### config.mk
export PLATFORM = sky130hd
export DESIGN_NAME = inst_fetch_queue_flat
export DESIGN_NICKNAME = d
export VERILOG_FILES = /design/src/rtl/cpu_pkg.sv /design/src/rtl/inst_fetch_queue_if.sv /design/src/rtl/fetch_fifo.sv /design/src/rtl/inst_fetch_queue.sv /design/src/flat_wrapper.sv
export SDC_FILE = /design/constraint.sdc
export NUM_CORES = 1
export LEC_CHECK = 0
export BUFFER_PORTS_ARGS = -buffer_cell sky130_fd_sc_hd__buf_4
export CORE_ASPECT_RATIO = 1.5
export CORE_MARGIN = 2
export CORE_UTILIZATION = 50
export CTS_CLUSTER_DIAMETER = 50
export DETAILED_ROUTE_END_ITERATION = 8
export PLACE_DENSITY = 0.78
export SKIP_CTS_REPAIR_TIMING = 1
export SLEW_MARGIN = 20
export SYNTH_ARGS = -nofsm -noshare
export SYNTH_HDL_FRONTEND = slang
export SYNTH_SLANG_ARGS = --single-unit
### constraint.sdc
create_clock -name clk -period 3.95 [get_ports clk]
set_input_delay 0.1975 -clock clk [delete_from_list [all_inputs] [get_ports clk]]
set_output_delay 0.1975 -clock clk [all_outputs]
set_load 0.005 [all_outputs]
### src/rtl/cpu_pkg.sv
// Shared CPU front-end constants and the fetch queue entry layout.
package cpu_pkg;

    localparam int unsigned CPU_PC_W   = 16;
    localparam int unsigned CPU_INST_W = 16;
    localparam logic [CPU_PC_W-1:0] CPU_RESET_PC = '0;

    typedef struct packed {
        logic [CPU_PC_W-1:0]   pc;
        logic [CPU_INST_W-1:0] inst;
    } fetch_entry_t;

endpackage

### src/rtl/inst_fetch_queue_if.sv
// Fetch-stage bus: instruction memory port, decode handshake and branch redirect.
// IF_PERF_CNT_EN adds the perf_fetched / perf_killed counters to the bus.
interface inst_fetch_queue_if
    import cpu_pkg::*;
#(
    parameter int unsigned PC_W   = CPU_PC_W,
    parameter int unsigned INST_W = CPU_INST_W
);

    logic              branch_to_new;
    logic [PC_W-1:0]   branch_pc;
    logic              mem_rden;
    logic [PC_W-1:0]   mem_rdaddress;
    logic [INST_W-1:0] mem_q;
    logic              inst_valid;
    logic              inst_ready;
    logic [INST_W-1:0] inst;
    logic [PC_W-1:0]   pc;
`ifdef IF_PERF_CNT_EN
    logic [31:0]       perf_fetched;
    logic [31:0]       perf_killed;
`endif

    modport master (
        input  branch_to_new, branch_pc, mem_q, inst_ready,
        output mem_rden, mem_rdaddress, inst_valid, inst, pc
`ifdef IF_PERF_CNT_EN
        , output perf_fetched, perf_killed
`endif
    );

    modport slave (
        output branch_to_new, branch_pc, mem_q, inst_ready,
        input  mem_rden, mem_rdaddress, inst_valid, inst, pc
`ifdef IF_PERF_CNT_EN
        , input perf_fetched, perf_killed
`endif
    );

endinterface

### src/rtl/fetch_fifo.sv
// Prefetch FIFO: power-of-2 depth, simultaneous push/pop (also when full), single-cycle flush.
module fetch_fifo #(
    parameter int unsigned DEPTH = 4,
    parameter int unsigned WIDTH = 32
) (
    input  logic                       clk,
    input  logic                       rst_n,
    input  logic                       push,
    input  logic                       pop,
    input  logic                       flush,
    input  logic [WIDTH-1:0]           wdata,
    output logic [$clog2(DEPTH):0]     count,
    output logic [WIDTH-1:0]           rdata
);

    localparam int unsigned PTR_W = $clog2(DEPTH);

    logic [WIDTH-1:0] mem_q [DEPTH];
    logic [PTR_W-1:0] wr_ptr_q;
    logic [PTR_W-1:0] rd_ptr_q;
    logic [PTR_W:0]   count_q;

    // Storage is cleared so head reads as zero while in reset.
    always_ff @(posedge clk or negedge rst_n) begin
        if (!rst_n) begin
            for (int unsigned i = 0; i < DEPTH; i++) begin
                mem_q[i] <= '0;
            end
            wr_ptr_q <= '0;
            rd_ptr_q <= '0;
            count_q  <= '0;
        end else if (flush) begin
            wr_ptr_q <= '0;
            rd_ptr_q <= '0;
            count_q  <= '0;
        end else begin
            if (push) begin
                mem_q[wr_ptr_q] <= wdata;
                wr_ptr_q        <= wr_ptr_q + PTR_W'(1);
            end
            if (pop) begin
                rd_ptr_q <= rd_ptr_q + PTR_W'(1);
            end
            count_q <= count_q + {{PTR_W{1'b0}}, push} - {{PTR_W{1'b0}}, pop};
        end
    end

    assign count = count_q;
    assign rdata = mem_q[rd_ptr_q];

endmodule

### src/rtl/inst_fetch_queue.sv
// Instruction fetch stage: sequential prefetch into a 1-cycle memory, buffered toward decode,
// flushed on branch redirect. Optional IF_PERF_CNT_EN adds fetched/killed counters.
module inst_fetch_queue
    import cpu_pkg::*;
#(
    parameter int unsigned     PC_W     = CPU_PC_W,
    parameter int unsigned     INST_W   = CPU_INST_W,
    parameter int unsigned     DEPTH    = 4,
    parameter logic [PC_W-1:0] RESET_PC = PC_W'(CPU_RESET_PC)
) (
    input logic                clk,
    input logic                rst_n,
    inst_fetch_queue_if.master bus
);

    localparam int unsigned CNT_W = $clog2(DEPTH) + 1;

    typedef struct packed {
        logic [PC_W-1:0]   pc;
        logic [INST_W-1:0] inst;
    } entry_t;

    logic [PC_W-1:0] req_pc_q;
    logic [PC_W-1:0] resp_pc_q;
    logic            inflight_q;
    logic [PC_W-1:0] fetch_addr;
    logic [CNT_W-1:0] count;
    logic [CNT_W:0]  occupancy;
    logic            issue;
    logic            push;
    logic            pop;
    logic            flush;
    logic            inst_valid;
    entry_t          head;
    entry_t          wentry;

    // Slots already promised to an outstanding read count against capacity.
    assign occupancy  = {1'b0, count} + {{CNT_W{1'b0}}, inflight_q};
    assign issue      = bus.branch_to_new | (occupancy < (CNT_W+1)'(DEPTH));
    assign fetch_addr = bus.branch_to_new ? bus.branch_pc : req_pc_q;
    assign flush      = bus.branch_to_new;
    assign push       = inflight_q & ~bus.branch_to_new;
    assign inst_valid = (count != '0) & ~bus.branch_to_new;
    assign pop        = inst_valid & bus.inst_ready;
    assign wentry     = {resp_pc_q, bus.mem_q};

    always_ff @(posedge clk or negedge rst_n) begin
        if (!rst_n) begin
            req_pc_q   <= RESET_PC;
            resp_pc_q  <= '0;
            inflight_q <= 1'b0;
        end else begin
            inflight_q <= issue;
            if (issue) begin
                req_pc_q  <= fetch_addr + PC_W'(1);
                resp_pc_q <= fetch_addr;
            end
        end
    end

    fetch_fifo #(
        .DEPTH(DEPTH),
        .WIDTH($bits(entry_t))
    ) u_fifo (
        .clk  (clk),
        .rst_n(rst_n),
        .push (push),
        .pop  (pop),
        .flush(flush),
        .wdata(wentry),
        .count(count),
        .rdata(head)
    );

    // Read enable is held off for the whole reset interval.
    assign bus.mem_rden      = issue & rst_n;
    assign bus.mem_rdaddress = fetch_addr;
    assign bus.inst_valid    = inst_valid;
    assign bus.inst          = head.inst;
    assign bus.pc            = head.pc;

`ifdef IF_PERF_CNT_EN
    logic [31:0] perf_fetched_q;
    logic [31:0] perf_killed_q;

    always_ff @(posedge clk or negedge rst_n) begin
        if (!rst_n) begin
            perf_fetched_q <= '0;
            perf_killed_q  <= '0;
        end else begin
            if (pop) begin
                perf_fetched_q <= perf_fetched_q + 32'd1;
            end
            if (bus.branch_to_new) begin
                perf_killed_q <= perf_killed_q + 32'(count) + 32'(inflight_q);
            end
        end
    end

    assign bus.perf_fetched = perf_fetched_q;
    assign bus.perf_killed  = perf_killed_q;
`endif

endmodule

### src/flat_wrapper.sv
// flat-port wrapper written by rule: the top's interface ports become plain ports
module inst_fetch_queue_flat import cpu_pkg::*;
#(
    parameter int unsigned     PC_W     = CPU_PC_W,
    parameter int unsigned     INST_W   = CPU_INST_W,
    parameter int unsigned     DEPTH    = 4,
    parameter logic [PC_W-1:0] RESET_PC = PC_W'(CPU_RESET_PC)
)
  (clk, rst_n, bus_branch_to_new, bus_branch_pc, bus_mem_q, bus_inst_ready, bus_mem_rden, bus_mem_rdaddress, bus_inst_valid, bus_inst, bus_pc);
  inst_fetch_queue_if #(.PC_W(PC_W), .INST_W(INST_W)) bus_i ();
  input logic clk;
  input logic rst_n;
  input wire logic [$bits(bus_i.branch_to_new)-1:0] bus_branch_to_new;
  input wire logic [$bits(bus_i.branch_pc)-1:0] bus_branch_pc;
  input wire logic [$bits(bus_i.mem_q)-1:0] bus_mem_q;
  input wire logic [$bits(bus_i.inst_ready)-1:0] bus_inst_ready;
  output wire logic [$bits(bus_i.mem_rden)-1:0] bus_mem_rden;
  output wire logic [$bits(bus_i.mem_rdaddress)-1:0] bus_mem_rdaddress;
  output wire logic [$bits(bus_i.inst_valid)-1:0] bus_inst_valid;
  output wire logic [$bits(bus_i.inst)-1:0] bus_inst;
  output wire logic [$bits(bus_i.pc)-1:0] bus_pc;
  assign bus_i.branch_to_new = bus_branch_to_new;
  assign bus_i.branch_pc = bus_branch_pc;
  assign bus_i.mem_q = bus_mem_q;
  assign bus_i.inst_ready = bus_inst_ready;
  assign bus_mem_rden = bus_i.mem_rden;
  assign bus_mem_rdaddress = bus_i.mem_rdaddress;
  assign bus_inst_valid = bus_i.inst_valid;
  assign bus_inst = bus_i.inst;
  assign bus_pc = bus_i.pc;
  inst_fetch_queue #(.PC_W(PC_W), .INST_W(INST_W), .DEPTH(DEPTH), .RESET_PC(RESET_PC)) u_core (.clk(clk), .rst_n(rst_n), .bus(bus_i));
endmodule
==> impl_metrics.env, run 1 <==
export IMPL_ys_seq_area_frac=0.5301
export IMPL_synthCells=521
export IMPL_grt_pass1_vias=5037
export IMPL_cp_max_fo=21
export IMPL_num_vias=4668
export IMPL_setup_viol=0
export IMPL_syn_num_nets=566
export IMPL_ys_warn_count=0
export IMPL_layout_cells_non_filler=818
export IMPL_post_drt_wl_per_cell_um=19.89
export IMPL_placed_cells=785
export IMPL_worst_slew_pin_transition_ps=957.9
export IMPL_regArea_um2=4205
export IMPL_routabilityCongestion=0.8404
export IMPL_drt_first_pass_iters=4
export IMPL_drc=0
export IMPL_synth_edf_count=0
export IMPL_multi_input_area_um2=3506
export IMPL_syn_area_per_cell_um2=15.22
export IMPL_rsz0062_at_grt="false"
export IMPL_drtIter0Drc=155
export IMPL_fin_util=0.6020
export IMPL_p_total_mw=7.545
export IMPL_clock_fmax_mhz=347.3
export IMPL_wirelength_mm=16.27
export IMPL_critical_path_required_ps=3750
export IMPL_die_x_um=106.8
export IMPL_pin_count=86
export IMPL_place_hpwl_mm=10.76
export IMPL_fillCellCount=1200
export IMPL_cts_sinks=168
export IMPL_slew_violations=0
export IMPL_numPortBuffers=85
export IMPL_htree_levels=4
export IMPL_setup_slack_ps=1070
export IMPL_cts_buffers=17
export IMPL_die_area_um2=16910
export IMPL_ir_worst_vdd_mv=0.3865
export IMPL_fin_setup_tns_ps=0
export IMPL_syn2layout_area_growth_pct=18.06
export IMPL_grt_total_usage=0.2025
export IMPL_holdWs_ps=37.03
export IMPL_antenna_found_initial=0
export IMPL_p_leak_nw=4.139
export IMPL_ctsLongestPathBuffers=2
export IMPL_num_rows=56
export IMPL_period_needed_ps=2880
export IMPL_arrival_ps=2680
export IMPL_placed_area_um2=8705
export IMPL_critPathKind="reg2out"
export IMPL_cts_root_buf="clkbuf_16"
export IMPL_async_reset_ff_frac=1.000
export IMPL_grt_pass1_wl_mm=26.14
export IMPL_synth_ff_type="dfrtp_1"
export IMPL_power_density_nw_per_um2=805.7
export IMPL_period_share=0.7290
export IMPL_hold_viol_final=0
export IMPL_start_kind="flip-flop"
export IMPL_core_um2=15550
export IMPL_clock_latency_ps=420
export IMPL_r2r_setup_slack_ps=1580
export IMPL_clkTransAtPathRegs_ps=60
export IMPL_antenna_left=0
export IMPL_outcome="complete, no violations"
export IMPL_grt_ovfl_total=0
export IMPL_finClkSkew_ps=13.98
export IMPL_synth_seq_cells=168
export IMPL_final_nets=647
export IMPL_grt_max_degree=91
export IMPL_drive_above_1_share=0.5398
export IMPL_die_y_um=158.3
export IMPL_viasPerCell=5.707
export IMPL_critPathCaptureType="output port"
export IMPL_place_ws_ps=1522
export IMPL_start_util=0.5099
export IMPL_netlist_area_um2=7931
export IMPL_design_area_um2=9364
export IMPL_hold_path_class="in2reg"
export IMPL_yosysUniqueCellTypes=52
export IMPL_cts_tree="built"
export IMPL_drv_cap=0
export IMPL_diodes=0
export IMPL_relSlewSlack=0.3591
==> state kept, by name, indices dropped and copies added, names as in the netlist <==
name	count
u_core.req_pc_q	16
u_core.u_fifo.wr_ptr_q	2
u_core.u_fifo.mem_q	128
u_core.u_fifo.count	3
u_core.inflight_q	1
u_core.u_fifo.rd_ptr_q	2
u_core.resp_pc_q	16
==> worst max-delay path: stages, from the launching register on <==
cell and delay (ps):
dfrtp_1 440, and4_1 220, o21bai_2 450, and2_2 450
inv_2 320, and2_1 260, buf_4 130
==> synth_stat cells, drive strengths merged, types with 5 or more instances <==
cell type | n | share of area
nor2 | 11 | 0.0052
nand3 | 16 | 0.010
mux2 | 158 | 0.23
mux2i | 5 | 0.0073
inv | 10 | 0.0047
clkbuf | 7 | 0.0038
mux4 | 32 | 0.091
and4 | 8 | 0.0088
dfrtp | 168 | 0.53
a31oi | 6 | 0.0047
o31ai | 10 | 0.012
buf | 25 | 0.020
o21ai | 5 | 0.0032
a21oi | 5 | 0.0032
nand2 | 7 | 0.0033
ha | 8 | 0.013
xnor2 | 5 | 0.0055
==> area by class of cell <==
type	instances	area share
clock buffers	22	0.05171
clock inverters	10	0.01764
inverters	10	0.004009
multi-input cells	311	0.3744
flip-flops and latches	168	0.4491
well taps	203	0.02712
repair buffers	94	0.07603
==> kinds of logic (layout without fill, tap and decap cells) <==
logic type | count (synthesis) | count (layout) | share of synthesized area
mux | 195 | 195 | 0.3314
flops | 168 | 168 | 0.5301
simple gates | 61 | 61 | 0.04701
buf+inv | 42 | 136 | 0.02855
compound gates | 38 | 38 | 0.03897
fa+ha+maj | 9 | 9 | 0.01514
xor+xnor | 8 | 8 | 0.008835
==> worst paths after layout <==
path,from,endpoint,cells after the start
setup / recovery,u_core.u_fifo.count[1],bus_mem_rden,6
hold / removal,bus_mem_q[9],u_core.u_fifo.mem_q[73],2
setup reg to reg,u_core.u_fifo.count[1],u_core.resp_pc_q[0],5
hold reg to reg,u_core.u_fifo.mem_q[46],u_core.u_fifo.mem_q[46],1
max in group asynchronous,rst_n,u_core.req_pc_q[2],3
min in group asynchronous,rst_n,u_core.u_fifo.mem_q[73],2
==> cell usage in the layout, fill, tap and decap left out, types with 3 or more instances in the layout <==
| cell type | instances |
|---|---|
| buf_4 | 92 |
| clkbuf_8 | 4 |
| xor2_1 | 3 |
| mux2_4 | 19 |
| a21oi_1 | 5 |
| xnor2_1 | 5 |
| inv_1 | 8 |
| mux2_2 | 139 |
| o21ai_0 | 4 |
| ha_1 | 8 |
| dfrtp_1 | 167 |
| and4_1 | 8 |
| clkinvlp_4 | 3 |
| nand2_1 | 5 |
| mux4_2 | 32 |
| nor2_1 | 11 |
| o31ai_2 | 4 |
| bufinv_16 | 4 |
| and3_1 | 3 |
| a31oi_1 | 6 |
| clkbuf_16 | 17 |
| o31ai_1 | 6 |
| nand3_1 | 16 |
| mux2i_1 | 3 |
==> layer usage <==
layer	share of wire	vias to the layer above	track usage
met5	0	-	0
met4	0.021	0	0.07730
met3	0.037	28	0.03520
met2	0.54	111	0.3670
met1	0.40	2422	0.2396
li1	-	2107	-
==> report_power, final <==
part / leakage, nW / switching, mW / internal (mW) / total [mW]
Sequential: 2.01 / 0.542 / 2.54 / 3.08
Combinational: 1.82 / 1.00 / 1.68 / 2.68
Clock: 0.309 / 0.653 / 1.13 / 1.78
Total: 4.14 / 2.20 / 5.34 / 7.54
(Power assumes the default switching activity.)
==> inputs of run 2 (changes only) <==
- clock period: 3.95 -> 2.8 ns (I/O delays scaled with it)
==> run 2 against run 1 <==
  * Critical path depth did not move
  * Die area did not move
  * First-iteration DRC count rose by 24%
  * Setup slack got worse by 890 ps
  * Non-clock buffer count rose by 19
  * Sequential share of layout area fell by 0.77 points
  * Register-to-register slack got worse by 1000 ps
  * Count of clock-buffer cells in the layout fell by 5
  * Clock power rose by 27%
  * Critical path type unchanged
  * Largest cell class unchanged
==> impl_metrics.env, run 2 (synthesized netlist as in run 1, its figures left out) <==
export IMPL_num_vias=4811
export IMPL_grt_pass1_wl_mm=26.79
export IMPL_drc=0
export IMPL_grt_ovfl_total=0
export IMPL_arrival_ps=2480
export IMPL_clock_latency_ps=420
export IMPL_max_stage_delay_ps=450
export IMPL_setup_slack_ps=182.0
export IMPL_reg_top3="u_core.u_fifo.mem_q x128, u_core.req_pc_q x16, u_core.resp_pc_q x16"
export IMPL_ctsLongestPathBuffers=2
export IMPL_period_needed_ps=2618
export IMPL_worst_slew_pin_transition_ps=615.7
export IMPL_period_share=0.9350
export IMPL_viasPerCell=5.748
export IMPL_syn2layout_area_growth_pct=20.11
export IMPL_power_density_nw_per_um2=1100
export IMPL_critPathCaptureType="output port"
export IMPL_seq_power_share=0.412
export IMPL_num_rows=56
export IMPL_power_frac_clock=0.216
export IMPL_regMostFlops="u_core.u_fifo.mem_q"
export IMPL_final_cell_mix="dfrtp_1 (167), mux2_2 (139), buf_4 (92)"
export IMPL_start_util=0.5099
export IMPL_slew_violations=0
export IMPL_critical_path_required_ps=2660
export IMPL_place_hpwl_mm=11.37
export IMPL_grt_pass1_vias=5118
export IMPL_finClkSkew_ps=9.327
export IMPL_start_kind="flip-flop"
export IMPL_clock_fmax_mhz=382.0
export IMPL_path_cells="a21oi_1, nor2_2, and2_4, inv_2, and2_1, buf_4"
export IMPL_internal_power_mw=7.188
export IMPL_htree_levels=4
export IMPL_cts_sinks=168
export IMPL_core_um2=15550
export IMPL_drv_cap=0
export IMPL_drtIter0Drc=192
export IMPL_cp_max_fo=21
export IMPL_cp_top_family="simple AND/OR/NAND/NOR gates"
export IMPL_antenna_found_initial=0
export IMPL_critPathKind="reg2out"
export IMPL_die_y_um=158.3
export IMPL_final_nets=666
export IMPL_drt_first_pass_iters=4
export IMPL_critical_path_slowest_cell="nor2_2"
export IMPL_diodes=0
export IMPL_numPortBuffers=85
export IMPL_power_switching_share=0.3143
export IMPL_p_leak_nw=4.212
export IMPL_pin_count=86
export IMPL_hold_viol_final=0
export IMPL_outcome="complete, no violations"
export IMPL_rsz0062_at_grt="false"
export IMPL_grt_max_degree=98
export IMPL_largest_reg_flops=128
export IMPL_antenna_left=0
export IMPL_crit_buf_inv=2
export IMPL_power_switching_mw=3.295
export IMPL_post_drt_wl_per_cell_um=20.19
export IMPL_clkTransAtPathRegs_ps=60
export IMPL_place_ws_ps=322.5
export IMPL_ir_worst_vdd_mv=0.4477
export IMPL_combPwrFrac=0.373
export IMPL_grt_total_usage=0.2081
export IMPL_cts_buffers=17
export IMPL_routabilityCongestion=0.8447
export IMPL_drive_above_1_share=0.5315
export IMPL_fin_util=0.6125
export IMPL_layout_commonest_cell="dfrtp_1"
export IMPL_setup_viol=0
export IMPL_die_x_um=106.8
export IMPL_hold_path_class="in2reg"
export IMPL_cts_tree="built"
export IMPL_relSlewSlack=0.5889
export IMPL_holdWs_ps=106.1
export IMPL_die_area_um2=16910
export IMPL_wirelength_mm=16.90
export IMPL_cts_root_buf="clkbuf_16"
==> run 2: cell types whose count changed in the layout (fill, tap and decap cells not counted), sizes merged <==
cell	before	now
buf	93	96
dlygate4sd3	1	17
bufinv	4	0
inv	11	19
clkinvlp	3	1
clkbuf	22	17
clkinv	2	5
==> run 2: area by class of cell <==
cell class	count	area, um^2
clock buffer	17	425.4
clock inverter	15	155.1
fill	1195	6028
inverter	10	37.54
multi-input combinational	311	3517
sequential	168	4205
tap	203	254.0
timing repair buffer	113	932.1
==> run 2: worst paths after layout <==
path / from / to / slack [ps] / cells after the start
min in group asynchronous: rst_n / u_core.u_fifo.mem_q[4] / 170 / 2
setup reg to reg: u_core.u_fifo.count[1] / u_core.u_fifo.count[2] / 570 / 10
setup / recovery: u_core.inflight_q / bus_mem_rden / 180 / 6
hold reg to reg: u_core.u_fifo.mem_q[38] / u_core.u_fifo.mem_q[38] / 500 / 1
hold / removal: bus_inst_ready / u_core.u_fifo.rd_ptr_q[1] / 110 / 4
max in group asynchronous: rst_n / u_core.u_fifo.mem_q[127] / 1800 / 3
==> run 2: per-layer routing <==
layer	wire [um]	global-route usage	up-vias
met4	238	0.06679	0
met2	9480	0.3843	104
met5	0	0	-
li1	-	-	2143
met1	6675	0.2457	2549
met3	502	0.03561	15
==> run 2: metrics by stage <==
step	instances	TNS [ps]	area [um^2]	power, mW
2_1_floorplan	521	0	7931	6.720
3_3_place_gp	788	0	8765	7.978
3_5_place_dp	788	0	8765	8.275
4_1_cts	820	-143.1	9345	10.56
5_1_grt	837	0	9527	11.09
6_report	837	0	9527	10.48
==> run 2: worst register-to-register path, cell delays in order, from the launching register on <==
cell and delay [ps]:
dfrtp_1 440, nor3_1 330, nand2b_1 190, nor2_1 50
ha_1 280, inv_1 60, ha_1 130, inv_1 50
fa_1 380, xnor2_1 150, nor2_1 60
==> run 2: power by group through the flow <==
stage | logic [mW] | clock network, mW | registers (mW)
6_report | 3.91 | 2.26 | 4.32
5_1_grt | 4.23 | 2.40 | 4.45
4_1_cts | 3.95 | 2.30 | 4.31
3_5_place_dp | 3.93 | 0 | 4.35
3_3_place_gp | 3.78 | 0 | 4.20
2_1_floorplan | 2.67 | 0 | 4.05
